## config.mk

```make
export PLATFORM = sky130hd
export DESIGN_NAME = mux4_bus_arbiter
export DESIGN_NICKNAME = d
export VERILOG_FILES = /design/src/rtl/mux4_bus_arbiter.sv
export SDC_FILE = /design/constraint.sdc
export NUM_CORES = 1
export LEC_CHECK = 0
export CAP_MARGIN = 20
export CORE_MARGIN = 4
export CORE_UTILIZATION = 41
export CTS_CLUSTER_SIZE = 30
export DETAILED_ROUTE_END_ITERATION = 6
export PLACE_DENSITY = 0.84
export REMOVE_ABC_BUFFERS = 1
export SYNTH_ARGS = -nofsm -noshare
export SYNTH_HDL_FRONTEND = slang
export SYNTH_SLANG_ARGS = --single-unit
```

## constraint.sdc

```tcl
create_clock -name clk -period 2.17 [get_ports clk]
set_input_delay 0.434 -clock clk [delete_from_list [all_inputs] [get_ports clk]]
set_output_delay 0.434 -clock clk [all_outputs]
set_load 0.05 [all_outputs]
```

## src/rtl/mux4_bus_arbiter.sv

```systemverilog
// Round-robin arbiter driving the select of a shared 4:1 mux, with a one-entry valid/ready output stage.
// Define MUX4_ARB_FIXED_PRIORITY_EN to switch arbitration to fixed priority (d1 highest).
module mux4_bus_arbiter #(
  parameter int MAX_HOLD = 4,
  parameter int DATA_W   = 16
) (
  input  logic              clk,
  input  logic              reset,
  input  logic [3:0]        req,
  input  logic [DATA_W-1:0] d1,
  input  logic [DATA_W-1:0] d2,
  input  logic [DATA_W-1:0] d3,
  input  logic [DATA_W-1:0] d4,
  input  logic              ready,
  output logic [1:0]        select,
  output logic [3:0]        gnt,
  output logic [3:0]        ack,
  output logic [DATA_W-1:0] q,
  output logic              valid
);

  typedef enum logic [1:0] {IDLE, GRANT, DRAIN} state_t;

  localparam logic [3:0] HOLD_LIMIT = 4'(MAX_HOLD);

  state_t            state, state_next;
  logic [1:0]        last;
  logic [3:0]        beats;
  logic [1:0]        winner;
  logic [DATA_W-1:0] word;
  logic              slot_free;
  logic              do_arb, do_load, do_release;

  function automatic logic [1:0] pick_rr(input logic [3:0] r, input logic [1:0] base);
    logic [1:0] idx;
    logic       found;
    pick_rr = base;
    found   = 1'b0;
    for (int i = 1; i <= 4; i++) begin
      idx = base + 2'(i);
      if (!found && r[idx]) begin
        pick_rr = idx;
        found   = 1'b1;
      end
    end
  endfunction

  function automatic logic [1:0] pick_fixed(input logic [3:0] r);
    pick_fixed = 2'd0;
    for (int i = 3; i >= 0; i--) begin
      if (r[i]) pick_fixed = 2'(i);
    end
  endfunction

`ifdef MUX4_ARB_FIXED_PRIORITY_EN
  assign winner = pick_fixed(req);
`else
  assign winner = pick_rr(req, last);
`endif

  always_comb begin
    case (select)
      2'd0:    word = d1;
      2'd1:    word = d2;
      2'd2:    word = d3;
      default: word = d4;
    endcase
  end

  assign slot_free = !valid || ready;

  always_ff @(posedge clk or posedge reset) begin
    if (reset) state <= IDLE;
    else       state <= state_next;
  end

  always_comb begin
    state_next = state;
    case (state)
      IDLE:    if (|req) state_next = GRANT;
      GRANT:   if (do_release) state_next = DRAIN;
      DRAIN:   state_next = IDLE;
      default: state_next = IDLE;
    endcase
  end

  // Strobes: the granted source is always the one currently on select.
  always_comb begin
    do_arb     = (state == IDLE) && (|req);
    do_load    = (state == GRANT) && slot_free && req[select] && (beats < HOLD_LIMIT);
    do_release = (state == GRANT) && slot_free && (!req[select] || (beats >= HOLD_LIMIT));
  end

  always_ff @(posedge clk or posedge reset) begin
    if (reset) begin
      select <= 2'd0;
      gnt    <= 4'd0;
      ack    <= 4'd0;
      q      <= '0;
      valid  <= 1'b0;
      beats  <= 4'd0;
      last   <= 2'd3;
    end else begin
      ack <= 4'd0;
      if (do_arb) begin
        select <= winner;
        gnt    <= 4'b0001 << winner;
        beats  <= 4'd0;
      end
      if (do_load) begin
        q     <= word;
        valid <= 1'b1;
        beats <= beats + 4'd1;
        ack   <= gnt;
      end
      // Release also retires the last word, since the slot was free this edge.
      if (do_release) begin
        gnt   <= 4'd0;
        valid <= 1'b0;
        last  <= select;
      end
    end
  end

endmodule

```

==> reports/qor.yml, run 1 <==
outcome:
  outcome: "finished clean"
route:
  post-route-drc-count: 0
  vias: 1600
  firstDrtPassIters: 4
  routed_wl_microns: 5130
  drtIter0Drc: 97
  wl_per_cell_microns: 15.8
  avgViaCountPerCell: 4.92
  ant_nets: 0
place:
  numPortBuffers: 97
  routabilityCongestion: 0.889
  dp_hpwl_microns: 4020
clock_tree:
  cts_buffer_depth: 2
  cts_root_buf: "clkbuf_8"
  cts_tree: "done"
  cts_resized: 0
  worstSkewPairLatency_ns: 0.28
  path_clk_slew_ns: 0.07
  clock-sinks: 35
  cts_made_buffers: 5
  htree_levels: 2
  post-cts-setup-buffer-count: 0
  cts_hold_buf: 0
sta:
  fin_crit_sh_pct: 89.9
  fin_tns_setup_ns: 0
  rsz0062_at_grt: "no"
  timing.fmax_mhz: 513
  hold_viol: 0
  worstMarginPinSlew_ns: 0.531
  setup_viol: 0
  period_needed_ns: 1.95
  slew_headroom_pct: 64.5
  holdWs_ns: 0.483
  slew_violations: 0
  skew_ns: 0.00499
synthesis:
  syn_area_per_cell_sq_um: 13.1
  synthCells: 153
  ys_types: 38
  synth_most_common_cell: "dfrtp_1"
  synth_edf_count: 0
  synth_area_sq_mm: 0.00200
  synth_top_area_share_pct: 41.3
  synth_flop_cell: "dfrtp_1"
  synth_top_cells_by_count: "dfrtp_1 (33), mux4_2 (16), mux2_4 (13)"
  yosys-top-cells-area: "dfrtp_1 (41%), mux4_2 (18%), mux2_4 (9.8%)"
  async_flop_share_pct: 100
  yosys.area.top_type: "dfrtp_1"
  seq_area_frac_synth_pct: 44.0
  ys_ff_latch: 35
  ys_warn_count: 0
global_routing:
  grt_max_degree: 36
  grt_pass1_vias: 1609
  grt_overflow: 0
  grt_antenna_before_repair: 0
  grt_usage_pct: 17.4
  grt_pass1_wl_microns: 8150
pwr:
  seqPwrFrac_pct: 24.9
  p_comb_share_pct: 62.2
  switchingPower_mw: 1.95
  p_leak_nw: 1.36
  power_frac_clock_pct: 12.9
  max-vdd-ir-drop_mv: 0.846
  p_int_mw: 2.68
  p_sw_share_pct: 42.2
  p_per_area_mw_per_mm2: 1450
  power_mw: 4.64
critical_path:
  cpPeakStageDelay_ns: 0.85
  cp_cell_sequence: "clkdlybuf4s50_1"
  path_delay_family: "buffers and inverters"
  end_kind: "output port"
  cp_max_fo: 3
  crit_required_ns: 1.74
  worstPathArrival_ns: 1.52
  slowest_stage: "clkdlybuf4s50_1"
  cp_num_buf_inv: 1
  critical_path_class: "reg2out"
  worstSetupStartpointType: "register"
floorplan:
  start_util_pct: 42.3
  die_w_microns: 77.8
  core_sq_mm: 0.00472
  die_y_microns: 77.8
  dieArea_sq_mm: 0.00605
  rows: 25
  ios: 98
finish:
  layout-drive-gt1-share_pct: 23.3
  n_fill_cell: 353
  area_growth_pct: 60.2
  n_antenna_cell: 0
  nNetsFinal: 329
job:
  cap_violations: 0
min_path:
  hold_class: "reg2reg"
==> worst register-to-register path, delay by kind of cell (launching register included) <==
family / cells / cell delay, ns
multiplexers: 2 / 0.86
flip-flops: 1 / 0.48
buffers and inverters: 1 / 0.34
==> layout by cell type (no fill, tap or decap), types with 2 or more instances in the layout <==
cell | Yosys | final
nand2_1 | 10 | 10
dfrtp_1 | 33 | 33
o22ai_1 | 6 | 6
mux4_2 | 16 | 16
nor2_1 | 10 | 10
dfstp_2 | 2 | 2
clkbuf_8 | 0 | 6
inv_1 | 9 | 9
buf_12 | 1 | 3
mux2_4 | 13 | 13
nor2b_1 | 6 | 6
nand2b_1 | 3 | 3
clkdlybuf4s50_1 | 0 | 95
buf_4 | 1 | 10
mux2_2 | 5 | 5
mux2i_1 | 4 | 4
o21ai_0 | 6 | 6
==> power by group through the flow <==
stage | combinational, mW | sequential [mW] | clock (mW)
after CTS | 2.91 | 1.16 | 0.616
after floorplan | 1.09 | 1.99 | 0
after detailed placement | 2.90 | 1.16 | 0
after global placement | 2.86 | 1.16 | 0
final | 2.88 | 1.15 | 0.598
after global routing | 3.04 | 1.20 | 0.643
==> cells by family (layout without fill, tap and decap cells) <==
family / count (synthesis) / count (layout) / share of synthesized area [%]
AND/OR/NAND/NOR: 36 / 36 / 8.96
adder cells (fa/ha/maj): 1 / 1 / 0.626
buffers and inverters: 20 / 125 / 5.95
flip-flops: 35 / 35 / 44.0
AO/OA/AOI/OAI: 23 / 23 / 7.89
multiplexers: 38 / 38 / 32.6
==> final cells by class <==
class | instances | area, sq um | area share [%]
clock inverters | 2 | 35.0 | 1.09
well taps | 67 | 83.8 | 2.62
repair buffers | 108 | 1090 | 33.9
clock buffers | 6 | 82.6 | 2.58
inverters | 9 | 33.8 | 1.06
multi-input cells | 98 | 1000 | 31.3
flip-flops and latches | 35 | 878 | 27.4
==> stage by stage <==
step	cell area, sq um	util [%]	setup slack, ns	instances
floorplan	1910	-	-0.738	142
global placement	3080	65.3	0.134	317
detailed placement	3080	65.3	0.0703	317
CTS	3200	67.8	0.207	325
global route	3200	67.8	0.170	325
finish	3200	67.8	0.219	325
==> flip-flops by register name (all words and copies together), names as in the netlist <==
name,count
ack,4
beats,4
gnt,4
last,2
q,16
select,2
state,2
valid,1
==> final timing paths <==
check / start / slack (ns) / cells past startpoint / to
worst max-delay path: gnt[0]$_DFFE_PP0P_ / 0.22 / 1 / gnt[0]
worst min-delay path: beats[0]$_DFFE_PP0P_ / 0.48 / 1 / beats[0]$_DFFE_PP0P_
worst max register to register: select[0]$_DFFE_PP0P_ / 0.39 / 3 / q[10]$_DFFE_PP0P_
worst min register to register: beats[0]$_DFFE_PP0P_ / 0.48 / 1 / beats[0]$_DFFE_PP0P_
max in group asynchronous: reset / 1.27 / 3 / last[0]$_DFFE_PP1P_
min in group asynchronous: reset / 0.57 / 3 / q[10]$_DFFE_PP0P_
==> metal layers <==
layer  up-vias  GRT usage (%)  share of wire [%]  wire [microns]
met5         -              0                  0               0
li1        768              -                  -               -
met4         0           5.34                1.4              71
met3         7           6.84                9.1             469
met1       761           20.6                 38            1980
met2        64           28.9                 51            2620
No activity file was read; power rests on OpenSTA's default activity.
==> run 2, diff against run 1 <==
==> constraint.sdc (replaced) <==
create_clock -name clk -period 2.17 [get_ports clk]
set_input_delay 0.217 -clock clk [delete_from_list [all_inputs] [get_ports clk]]
set_output_delay 0.217 -clock clk [all_outputs]
set_load 0.05 [all_outputs]
==> run 2 against run 1 <==
Register-to-register slack about the same. Clock power fell by 25%. Combinational power barely moved. Die area is the same. Maximum frequency increased by 9.1%. Cell area fell by 2.2%.
==> reports/qor.yml, run 2 (synthesized netlist as in run 1, its figures left out) <==
finish:
  multi_input_area_sq_mm: 0.00100
  register_area_sq_um: 878
  final_cell_mix: "clkdlybuf4s50_1 (95), dfrtp_1 (33), mux4_2 (16), mux2_4 (13)"
  nNetsFinal: 326
  mostFrequentLayoutCell: "clkdlybuf4s50_1"
  largest_reg_flops: 16
  area_growth_pct: 56.6
  n_antenna_cell: 0
  n_fill_cell: 378
  largest_register: "q"
  layout-drive-gt1-share_pct: 21.6
global_routing:
  grt_max_degree: 36
  grt_pass1_vias: 1705
  grt_pass1_wl_microns: 8510
  grt_antenna_before_repair: 0
  grt_usage_pct: 18.2
  grt_overflow: 0
critical_path:
  cp_max_fo: 13
  cp_cell_sequence: "buf_4, mux4_2, mux2_4"
  cpPeakStageDelay_ns: 0.57
  worstPathArrival_ns: 1.96
  critical_path_class: "reg2reg"
  cp_num_buf_inv: 1
  worstSetupStartpointType: "register"
  slowest_stage: "mux4_2"
  path_delay_family: "multiplexers"
  crit_required_ns: 2.34
  end_kind: "register"
pwr:
  seqPwrFrac_pct: 25.9
  p_per_area_mw_per_mm2: 1430
  max-vdd-ir-drop_mv: 0.863
  p_leak_nw: 1.32
  power_frac_clock_pct: 10.0
  switchingPower_mw: 1.97
  p_int_mw: 2.50
  p_comb_share_pct: 64.0
  p_sw_share_pct: 44.1
sta:
  fin_crit_sh_pct: 82.4
  timing.fmax_mhz: 559
  period_needed_ns: 1.79
  worstMarginPinSlew_ns: 0.522
  setup_viol: 0
  rsz0062_at_grt: "no"
  fin_tns_setup_ns: 0
  skew_ns: 0.00422
  holdWs_ns: 0.344
  hold_viol: 0
  slew_headroom_pct: 65.1
  slew_violations: 0
route:
  routed_wl_microns: 5460
  wl_per_cell_microns: 17.0
  ant_nets: 0
  vias: 1634
  post-route-drc-count: 0
  drtIter0Drc: 89
  firstDrtPassIters: 4
  avgViaCountPerCell: 5.07
clock_tree:
  cts_made_buffers: 5
  cts_buffer_depth: 2
  cts_hold_buf: 0
  post-cts-setup-buffer-count: 0
  worstSkewPairLatency_ns: 0.28
  cts_root_buf: "clkbuf_8"
  clock-sinks: 35
  cts_resized: 0
  path_clk_slew_ns: 0.07
  htree_levels: 2
  cts_tree: "done"
min_path:
  hold_class: "in2async"
floorplan:
  core_sq_mm: 0.00472
  start_util_pct: 42.3
  die_w_microns: 77.8
  dieArea_sq_mm: 0.00605
  ios: 98
  die_y_microns: 77.8
  rows: 25
place:
  routabilityCongestion: 0.935
  dp_hpwl_microns: 4310
  numPortBuffers: 97
job:
  cap_violations: 0
outcome:
  outcome: "finished clean"
==> run 2: cell types whose count changed in the layout (fill, tap and decap cells not counted) <==
| cell | change |
|---|---|
| clkbuf_8 | -1 |
| clkbuf_1 | +2 |
| buf_12 | -1 |
| bufinv_16 | -1 |
| buf_4 | -2 |
==> run 2: tightest hold or removal path: cells and delay by family <==
kind	cells	cell delay (ns)
buffers and inverters	3	0.84
==> run 2: metal layers <==
layer	GRT usage, %	up-vias	part of all wire (%)
met5	0	-	0
met4	2.67	0	0.73
met3	7.54	5	9.5
met2	33.6	74	52
met1	19.8	794	38
li1	-	761	-
==> run 2: final timing paths <==
check	start	to	slack (ns)	cells after the start
worst max register to register	select[0]$_DFFE_PP0P_	q[0]$_DFFE_PP0P_	0.38	3
worst min register to register	beats[0]$_DFFE_PP0P_	beats[0]$_DFFE_PP0P_	0.48	1
max in group asynchronous	reset	last[1]$_DFFE_PP1P_	1.48	3
min in group clk	beats[0]$_DFFE_PP0P_	beats[0]$_DFFE_PP0P_	0.48	1
worst min-delay path	reset	q[14]$_DFFE_PP0P_	0.34	3
worst max-delay path	select[0]$_DFFE_PP0P_	q[0]$_DFFE_PP0P_	0.38	3
==> run 2: cell type report <==
type                    count  share of cell area, %
clock inverters             1                  0.160
well taps                  67                   2.68
flip-flops and latches     35                   28.1
multi-input cells          98                   32.0
repair buffers            105                   33.6
clock buffers               7                   2.44
inverters                   9                   1.08
==> run 2: power groups by stage <==
stage	registers (mW)	logic [mW]	clock network [mW]
after CTS	1.16	2.90	0.463
final	1.16	2.86	0.449
after detailed placement	1.17	2.88	0
after global placement	1.16	2.82	0
after global routing	1.19	3.02	0.492
after floorplan	1.99	1.09	0
==> run 2: stage by stage <==
step	util (%)	instances	total power, mW	area, sq um	setup slack (ns)
after detailed placement	64.5	314	4.05	3050	0.248
after global routing	66.3	322	4.71	3130	0.297
final	66.3	322	4.47	3130	0.381
after floorplan	-	142	3.08	1910	-0.738
after global placement	64.5	314	3.98	3050	0.317
after CTS	66.3	322	4.52	3130	0.356
